## config.mk

```make
export PLATFORM = sky130hd
export DESIGN_NAME = sq_wave_sequencer
export DESIGN_NICKNAME = d
export VERILOG_FILES = /design/src/rtl/sq_seq_pkg.sv /design/src/rtl/sq_unit_tick.sv /design/src/rtl/sq_wave_sequencer.sv
export SDC_FILE = /design/constraint.sdc
export NUM_CORES = 1
export LEC_CHECK = 0
export CAP_MARGIN = 15
export CORE_MARGIN = 2
export CORE_UTILIZATION = 60
export DETAILED_ROUTE_END_ITERATION = 16
export GPL_ROUTABILITY_DRIVEN = 0
export PLACE_DENSITY_LB_ADDON = 0.08
export SKIP_CTS_REPAIR_TIMING = 1
export SYNTH_ARGS = -nofsm -noshare
export SYNTH_HDL_FRONTEND = slang
export SYNTH_HIERARCHICAL = 1
export SYNTH_SLANG_ARGS = --single-unit
export TNS_END_PERCENT = 20
```

## constraint.sdc

```tcl
create_clock -name clk -period 4.9 [get_ports clk]
set_clock_uncertainty 0.2 [all_clocks]
set_input_delay 0.98 -clock clk [delete_from_list [all_inputs] [get_ports clk]]
set_output_delay 0.98 -clock clk [all_outputs]
set_load 0.01 [all_outputs]
```

## src/rtl/sq_seq_pkg.sv

```systemverilog
// Shared types for the square-wave sequencer: FSM states, program-table entry
// layout and the default prescale ratio.
package sq_seq_pkg;

    localparam int UNIT_TICK_DEFAULT = 10;

    typedef enum logic [1:0] {
        IDLE = 2'd0,
        HIGH = 2'd1,
        LOW  = 2'd2
    } state_t;

    typedef struct packed {
        logic [3:0] on;
        logic [3:0] off;
        logic [3:0] rep;
    } entry_t;

    localparam entry_t ENTRY_RESET = '{on: 4'd1, off: 4'd1, rep: 4'd0};

    // An entry with a zero-length phase cannot be played.
    function automatic logic entry_valid(input entry_t e);
        return (e.on != 4'd0) && (e.off != 4'd0);
    endfunction

endpackage

```

## src/rtl/sq_unit_tick.sv

```systemverilog
// Time-unit prescaler: pulses tick once every UNIT_TICK enabled cycles.
module sq_unit_tick
    import sq_seq_pkg::*;
#(
    parameter int UNIT_TICK = UNIT_TICK_DEFAULT
) (
    input  logic clk,
    input  logic reset_n,
    input  logic clr,
    input  logic en,
    output logic tick
);

    localparam int CW = $clog2(UNIT_TICK);

    logic [CW-1:0] cnt_reg;

    assign tick = en && (cnt_reg == CW'(UNIT_TICK - 1));

    always_ff @(posedge clk or negedge reset_n) begin
        if (!reset_n) begin
            cnt_reg <= '0;
        end else if (clr) begin
            cnt_reg <= '0;
        end else if (en) begin
            cnt_reg <= tick ? '0 : cnt_reg + CW'(1);
        end
    end

endmodule

```

## src/rtl/sq_wave_sequencer.sv

```systemverilog
// Programmable square-wave sequencer: plays a table of {on, off, rep} segments,
// optionally looping, with start/stop control and period/done/err pulses.
module sq_wave_sequencer
    import sq_seq_pkg::*;
#(
    parameter int UNIT_TICK = UNIT_TICK_DEFAULT,
    parameter int DEPTH     = 4
) (
    input  logic                     clk,
    input  logic                     reset_n,
    input  logic                     wr_en,
    input  logic [$clog2(DEPTH)-1:0] wr_addr,
    input  logic [3:0]               wr_on,
    input  logic [3:0]               wr_off,
    input  logic [3:0]               wr_rep,
    input  logic [$clog2(DEPTH)-1:0] seg_last,
    input  logic                     loop_en,
    input  logic                     start,
    input  logic                     stop,
    output logic                     sq_wave,
    output logic                     busy,
    output logic [$clog2(DEPTH)-1:0] seg_idx,
    output logic                     period_done,
    output logic                     done,
    output logic                     err
);

    localparam int AW = $clog2(DEPTH);

    state_t        state_reg;
    entry_t        tbl_reg [DEPTH];
    entry_t        cur_reg;
    logic [AW-1:0] seg_idx_reg;
    logic [AW-1:0] seg_last_reg;
    logic [3:0]    rep_cnt_reg;
    logic [3:0]    unit_cnt_reg;

    logic          tick;
    logic          high_end;
    logic          period_end;
    logic          load_req;
    logic          load_bad;
    logic          rep_again;
    logic          finish;
    logic [AW-1:0] load_idx;
    entry_t        load_entry;

    sq_unit_tick #(.UNIT_TICK(UNIT_TICK)) u_unit_tick (
        .clk     (clk),
        .reset_n (reset_n),
        .clr     (stop || (state_reg == IDLE)),
        .en      (state_reg != IDLE),
        .tick    (tick)
    );

    // Decide what happens at the end of the current period (or on start).
    always_comb begin
        high_end   = (state_reg == HIGH) && tick && (unit_cnt_reg == cur_reg.on - 4'd1);
        period_end = (state_reg == LOW) && tick && (unit_cnt_reg == cur_reg.off - 4'd1);
        load_req   = 1'b0;
        load_idx   = '0;
        rep_again  = 1'b0;
        finish     = 1'b0;
        if (state_reg == IDLE) begin
            load_req = start && !stop;
        end else if (period_end && !stop) begin
            if (rep_cnt_reg < cur_reg.rep) begin
                rep_again = 1'b1;
            end else if (seg_idx_reg < seg_last_reg) begin
                load_req = 1'b1;
                load_idx = seg_idx_reg + AW'(1);
            end else if (loop_en) begin
                load_req = 1'b1;
            end else begin
                finish = 1'b1;
            end
        end
        load_entry = tbl_reg[load_idx];
        load_bad   = load_req && !entry_valid(load_entry);
    end

    assign sq_wave     = (state_reg == HIGH);
    assign busy        = (state_reg != IDLE);
    assign seg_idx     = seg_idx_reg;
    assign period_done = period_end && !stop;
    assign done        = finish;
    assign err         = load_bad;

    always_ff @(posedge clk or negedge reset_n) begin
        if (!reset_n) begin
            for (int i = 0; i < DEPTH; i++) tbl_reg[i] <= ENTRY_RESET;
        end else if (wr_en) begin
            tbl_reg[wr_addr] <= '{on: wr_on, off: wr_off, rep: wr_rep};
        end
    end

    always_ff @(posedge clk or negedge reset_n) begin
        if (!reset_n) begin
            state_reg    <= IDLE;
            cur_reg      <= ENTRY_RESET;
            seg_idx_reg  <= '0;
            seg_last_reg <= '0;
            rep_cnt_reg  <= '0;
            unit_cnt_reg <= '0;
        end else if (stop || load_bad || finish) begin
            state_reg    <= IDLE;
            seg_idx_reg  <= '0;
            rep_cnt_reg  <= '0;
            unit_cnt_reg <= '0;
        end else if (load_req) begin
            state_reg    <= HIGH;
            cur_reg      <= load_entry;
            seg_idx_reg  <= load_idx;
            rep_cnt_reg  <= '0;
            unit_cnt_reg <= '0;
            if (state_reg == IDLE) seg_last_reg <= seg_last;
        end else if (rep_again) begin
            state_reg    <= HIGH;
            rep_cnt_reg  <= rep_cnt_reg + 4'd1;
            unit_cnt_reg <= '0;
        end else if (high_end) begin
            state_reg    <= LOW;
            unit_cnt_reg <= '0;
        end else if (tick) begin
            unit_cnt_reg <= unit_cnt_reg + 4'd1;
        end
    end

endmodule

```

# ---- Yosys cells after proc, flatten, opt, wreduce, memory -nomap -nowiden
# Index checks and enable logic that the tools add are counted.
dict set report word_totals {
  register_bits 78
  word_cells 106
  mem_count 0
  ram_bits 0
  latchBits 0
  inputBits 22
  rom_bits 0
}
dict set report op_classes {
  addsub 6
  reduce_logical 26
  n_shift 0
  n_eq_ne 5
  muxes 40
  div 0
  mul 0
  bitwise_logic 3
  order_cmp 5
}
# op count
set ops {}
lappend ops {{bitwise mux 48 bit} 1}
lappend ops {{2-to-1 mux 4 bit} 11}
lappend ops {{2-to-1 mux 12 bit} 3}
lappend ops {{binary-select mux 12 bit (select 2 bit)} 1}
lappend ops {{demux 12 bit (select 2 bit)} 1}
lappend ops {{2-to-1 mux 2 bit} 10}
lappend ops {{2-to-1 mux 1 bit} 13}
lappend ops {{adder 4 x 1 -> 4 bit (second input constant)} 3}
lappend ops {{nonzero test 4 bit} 3}
lappend ops {{logical AND 1 bit} 10}
lappend ops {{equality test 4 bit} 2}
lappend ops {{subtractor 4 x 1 -> 4 bit (second input constant)} 2}
lappend ops {{greater-or-equal comparator 3 bit (second input constant)} 2}
lappend ops {{NOT 2 -> 3 bit} 2}
lappend ops {{nonzero test 2 bit} 3}
lappend ops {{nonzero test 5 bit} 1}
lappend ops {{equality test 4 bit (second input constant)} 1}
lappend ops {{< comparator 4 bit} 1}
lappend ops {{logical OR 1 bit} 3}
lappend ops {{< comparator 3 x 1 -> 1 bit (second input constant)} 1}
lappend ops {{AND reduction 3 bit} 1}
lappend ops {{nonzero test 3 bit} 1}
lappend ops {{adder 2 x 1 -> 2 bit (second input constant)} 1}
lappend ops {{equality test 2 x 1 -> 1 bit (second input constant)} 1}
lappend ops {{other kinds (6)} 7}

# ---- Depth between registers and ports, before layout
dict set report depth {
  ltp_word 19
  ltp_mapped 14
  ltp_nobuf 12
}

# ---- Cells and area by module
# The synthesis kept the hierarchy.
# module cells_per_inst instances area_each_um2
set by_module_without_submodules {}
lappend by_module_without_submodules {sq_wave_sequencer 324 1 3829.9}
lappend by_module_without_submodules {sq_unit_tick 26 1 237.7}

# ---- Worst setup path before layout
# Ideal clock, no wire load.
dict set report synth_path {
  path_kind {input port to output port}
  from {input stop}
  to {output err}
  n_path_buf 1
  slack_ns 1.199
  cell_stages 9
  required_time_ns 3.720
  arrival_time_ns 2.521
  path_cell_list {nand4bb_1 nor3_1 nand3_2 inv_1 buf_4 nand4_1 a22oi_1 nor2_1 nor2_1}
}
dict set report synth_between {
  elab_chain_len 12
  word_cells_on_any_way 16
  classes_between {7 x mux; 1 x bitwise; 8 x reduce/logical}
}
# item line_no
set synth_rtl {}
lappend synth_rtl {{start, declared} sq_wave_sequencer.sv:19} ;# input logic stop,
lappend synth_rtl {{zero test 1 bit (*)} --}
lappend synth_rtl {{logical AND 1 bit (*)} --}
lappend synth_rtl {{net period_done} sq_wave_sequencer.sv:23} ;# output logic period_done,
lappend synth_rtl {{2-to-1 mux 2 bit} sq_wave_sequencer.sv:66} ;# end else if (period_end && !stop) begin
lappend synth_rtl {{2-to-1 mux 2 bit} sq_wave_sequencer.sv:64} ;# if (state_reg == IDLE) begin
lappend synth_rtl {{NOT 2 -> 3 bit (implied by the code)} sq_wave_sequencer.sv:78} ;# load_entry = tbl_reg[load_idx];
lappend synth_rtl {{binary-select mux 12 bit (select 2 bit)} sq_wave_sequencer.sv:78}
lappend synth_rtl {{2-to-1 mux 12 bit (implied by the code) (2 in series)} sq_wave_sequencer.sv:78}
lappend synth_rtl {{nonzero test 4 bit} sq_seq_pkg.sv:23} ;# return (e.on != 4'd0) && (e.off != 4'd0);
lappend synth_rtl {{logical AND 1 bit} sq_seq_pkg.sv:23}
lappend synth_rtl {{zero test 1 bit} sq_wave_sequencer.sv:79} ;# load_bad = load_req && !entry_valid(load_entry);
lappend synth_rtl {{logical AND 1 bit (*)} sq_wave_sequencer.sv:79}
lappend synth_rtl {{end, declared} sq_wave_sequencer.sv:25} ;# output logic err
# Mark *: on every way through the listed nets, which the timed path passes. The rest lies on a longest branch. The select of a mux whose other input is x is not followed.

# ---- Worst setup path in the final report
dict set report layout_path {
  from {input stop}
  to {output err}
}
dict set report layout_between {
  elab_chain_len 12
  word_cells_on_any_way 16
  classes_between {7 x mux; 1 x bitwise; 8 x reduce/logical}
}
# item line_no
set layout_rtl {}
lappend layout_rtl {{zero test 1 bit (*)} {sq_wave_sequencer.sv:65, sq_wave_sequencer.sv:66}}
lappend layout_rtl {{logical AND 1 bit} sq_wave_sequencer.sv:66}
lappend layout_rtl {{2-to-1 mux 2 bit} sq_wave_sequencer.sv:66}
lappend layout_rtl {{2-to-1 mux 2 bit} sq_wave_sequencer.sv:64}
lappend layout_rtl {{NOT 2 -> 3 bit (implied by the code)} sq_wave_sequencer.sv:78}
lappend layout_rtl {{binary-select mux 12 bit (select 2 bit)} sq_wave_sequencer.sv:78}
lappend layout_rtl {{2-to-1 mux 12 bit (implied by the code) (2 in series)} sq_wave_sequencer.sv:78}
lappend layout_rtl {{nonzero test 4 bit} sq_seq_pkg.sv:23}
lappend layout_rtl {{logical AND 1 bit} sq_seq_pkg.sv:23}
lappend layout_rtl {{zero test 1 bit} sq_wave_sequencer.sv:79}
lappend layout_rtl {{logical AND 1 bit (*)} sq_wave_sequencer.sv:79}
# Every way passes the cells marked *; elsewhere a longest branch is shown, timed or not. The select of a mux whose other input is x is not followed.

==> impl_metrics.py <==
metrics = {
    "floorplanning": {
        "rows": 30,
        "die_y_um": 86.3,
        "start_util": 0.609,
        "dieArea_um2": 7450,
        "ioPinCount": 29,
        "core-area_um2": 6680,
        "dieWidth_um": 86.3,
    },
    "timing": {
        "final_hold_viol_count": 0,
        "worst_pin_slew_ns": 1.10,
        "rsz0062_at_grt": "no",
        "fin_ws_ns": 0.310,
        "slew_violations": 0,
        "max_freq_ghz": 0.218,
        "period_share": 0.937,
        "period_minus_slack_ns": 4.59,
        "relSlewSlack": 0.265,
        "setup-tns-final_ns": 0,
        "worst_hold_slack_ns": 0.308,
        "setup_viol": 0,
    },
    "setup_path": {
        "path_delay_family": "buffers and inverters",
        "worstSetupPathType": "primary input to primary output",
        "crit_fanout": 10,
        "cpPeakStageDelay_ns": 0.48,
        "r2r_cells": 12,
        "crit_cells": 9,
        "endpoint_kind": "primary output",
        "crit_buf_inv": 2,
        "r2r_end": "seg_last_reg[0]",
        "required_ns": 3.72,
        "cp.arrival_ns": 3.41,
        "critical_path.startpoint": "stop",
        "r2r_slack_ns": 1.50,
        "worstSetupEndpoint": "err",
        "cpMaxStageDelayCell": "clkdlybuf4s50_1",
        "crit_chain": "clkdlybuf4s50_1, nand4bb_1, nor3_1, nand3_2, o41ai_1, a22oi_1, nor2_1, nor2_1, clkdlybuf4s50_1",
        "rr_startpoint": "u_unit_tick/cnt_reg[1]",
        "critPathLaunchType": "primary input",
    },
    "logic_synthesis": {
        "synth_seq_cells": 78,
        "synth_edf_count": 0,
        "yosys.area.top_type": "dfrtp_1",
        "syn_area_um2": 4070,
        "ys_types": 48,
        "synthCells": 350,
        "async_flop_share": 1.00,
        "synthTopCellsByArea": "dfrtp_1, mux2_2, dfstp_2, mux2i_1, ha_1",
        "ys_warn_count": 6,
        "ys_seq_area_frac": 0.483,
        "synthFlopType": "dfrtp_1",
        "postSynthAreaPerCell_um2": 11.6,
        "synth_top_area_share": 0.418,
        "syn_nets": 382,
    },
    "drt": {
        "wl_mm": 8.05,
        "drtAntennaViolNets": 0,
        "vias_per_cell": 5.98,
        "first_pass_iters": 5,
        "drcViolationCount": 0,
        "vias": 2806,
        "drt-initial-drc-count": 158,
        "wl_per_cell_um": 17.2,
    },
    "flow_run": {
        "drv_cap": 0,
    },
    "global_route": {
        "grt_pass1_vias": 2790,
        "grt_max_degree": 79,
        "grt_pass1_wl_mm": 13.8,
        "antenna_found_initial": 0,
        "track_usage": 0.241,
        "overflow": 0,
    },
    "outcome": {
        "outcome": "finished clean",
    },
    "clock_tree": {
        "clkTransAtPathRegs_ns": 0.08,
        "cts.htree.levels": 3,
        "cts_buffer_depth": 2,
        "cts-root-buf": "clkbuf_8",
        "cts_buffers": 9,
        "insertion_delay_ns": 0.36,
        "cts_tree": "built",
        "cts.sinks": 78,
    },
    "cells_and_area": {
        "layout_commonest_cell": "dfrtp_1",
        "num-fill-cells": 528,
        "regArea_um2": 1960,
        "multi_input_area_um2": 1950,
        "largest_reg_flops": 48,
        "utilization": 0.691,
        "syn_to_final_growth_pct": 13.5,
        "diodes": 0,
        "final_cells": 469,
        "drive_gt1_frac": 0.272,
        "nNetsFinal": 416,
        "final_cell_mix": "dfrtp_1, mux2_2, clkdlybuf4s50_1, inv_1, mux2i_1",
    },
    "placement": {
        "dp_slack_ns": 0.276,
        "portBuffers": 28,
        "hpwl_mm": 5.70,
        "dp.cells": 453,
    },
    "power_and_ir_drop": {
        "p_leak_nw": 1.97,
        "peakVddDrop_uv": 212,
        "power_density_nw_per_um2": 388,
    },
    "worst_hold_path": {
        "hold_path_class": "flip-flop to flip-flop",
    },
}
worst register-to-register path, stage by stage (launching register included):
cell       delay, ns
dfrtp_1         0.43
inv_1           0.08
ha_1            0.18
nand3b_1        0.14
nor2_2          0.23
nand4bb_1       0.14
nor3_1          0.24
nand3_2         0.22
o41ai_1         0.43
a22oi_1         0.18
buf_4           0.18
nor3_1          0.28
mux2_2          0.38
per-stage QoR:
stage | cell area, um^2 | total power [W]
after floorplan | 4070 | 0.00119
after global placement | 4410 | 0.00130
after detailed placement | 4410 | 0.00132
after CTS | 4620 | 0.00181
after global routing | 4620 | 0.00190
final | 4620 | 0.00179
cells in the mapped netlist (4+ instances only):
library cell	instances
nand4_1	4
ha_1	10
xnor2_1	10
o41ai_1	4
nor3_1	6
o32a_1	5
nand3b_1	6
inv_1	21
nand2_1	19
dfrtp_1	68
nor2_1	19
mux2i_1	20
dfstp_2	10
o21ai_0	10
mux2_2	62
a21oi_1	9
xor2_1	5
nand3_1	9
o22ai_1	9
routing by layer:
metal | part of all wire | GRT usage | vias to the layer above
met5 | 0 | 0 | -
met4 | 0.025 | 0.116 | 0
met3 | 0.040 | 0.0381 | 25
met2 | 0.47 | 0.373 | 58
met1 | 0.46 | 0.333 | 1388
li1 | - | - | 1335
worst min-delay path by stage:
stage / cells past startpoint / startpoint / slack [ns] / end
floorplan: 1 / tbl_reg[10] / 0.27 / tbl_reg[10]
global placement: 1 / tbl_reg[9] / 0.28 / tbl_reg[9]
detailed placement: 1 / tbl_reg[11] / 0.29 / tbl_reg[11]
CTS: 1 / tbl_reg[6] / 0.31 / tbl_reg[6]
global route: 1 / tbl_reg[14] / 0.33 / tbl_reg[14]
finish: 1 / tbl_reg[6] / 0.31 / tbl_reg[6]
where the power goes:
group	total, W	switching [W]	internal, W	leakage [nW]
Sequential	0.000855	0.0000721	0.000783	0.943
Combinational	0.000451	0.000216	0.000235	0.932
Clock	0.000488	0.000238	0.000250	0.0995
Total	0.00179	0.000526	0.00127	1.97
layout make-up:
class | count | area share
Clock buffer | 11 | 0.0306
Inverter | 21 | 0.0171
Multi-Input combinational cell | 240 | 0.422
Sequential cell | 78 | 0.425
Clock inverter | 5 | 0.0130
Timing Repair Buffer | 34 | 0.0699
Tap cell | 80 | 0.0217
cell families after synthesis:
family / share of synthesized area
simple gates: 0.104
mux: 0.221
compound gates: 0.0895
xor+xnor: 0.0323
flops: 0.483
buf+inv: 0.0394
fa+ha+maj: 0.0308
No activity file was read; power rests on OpenSTA's default activity.
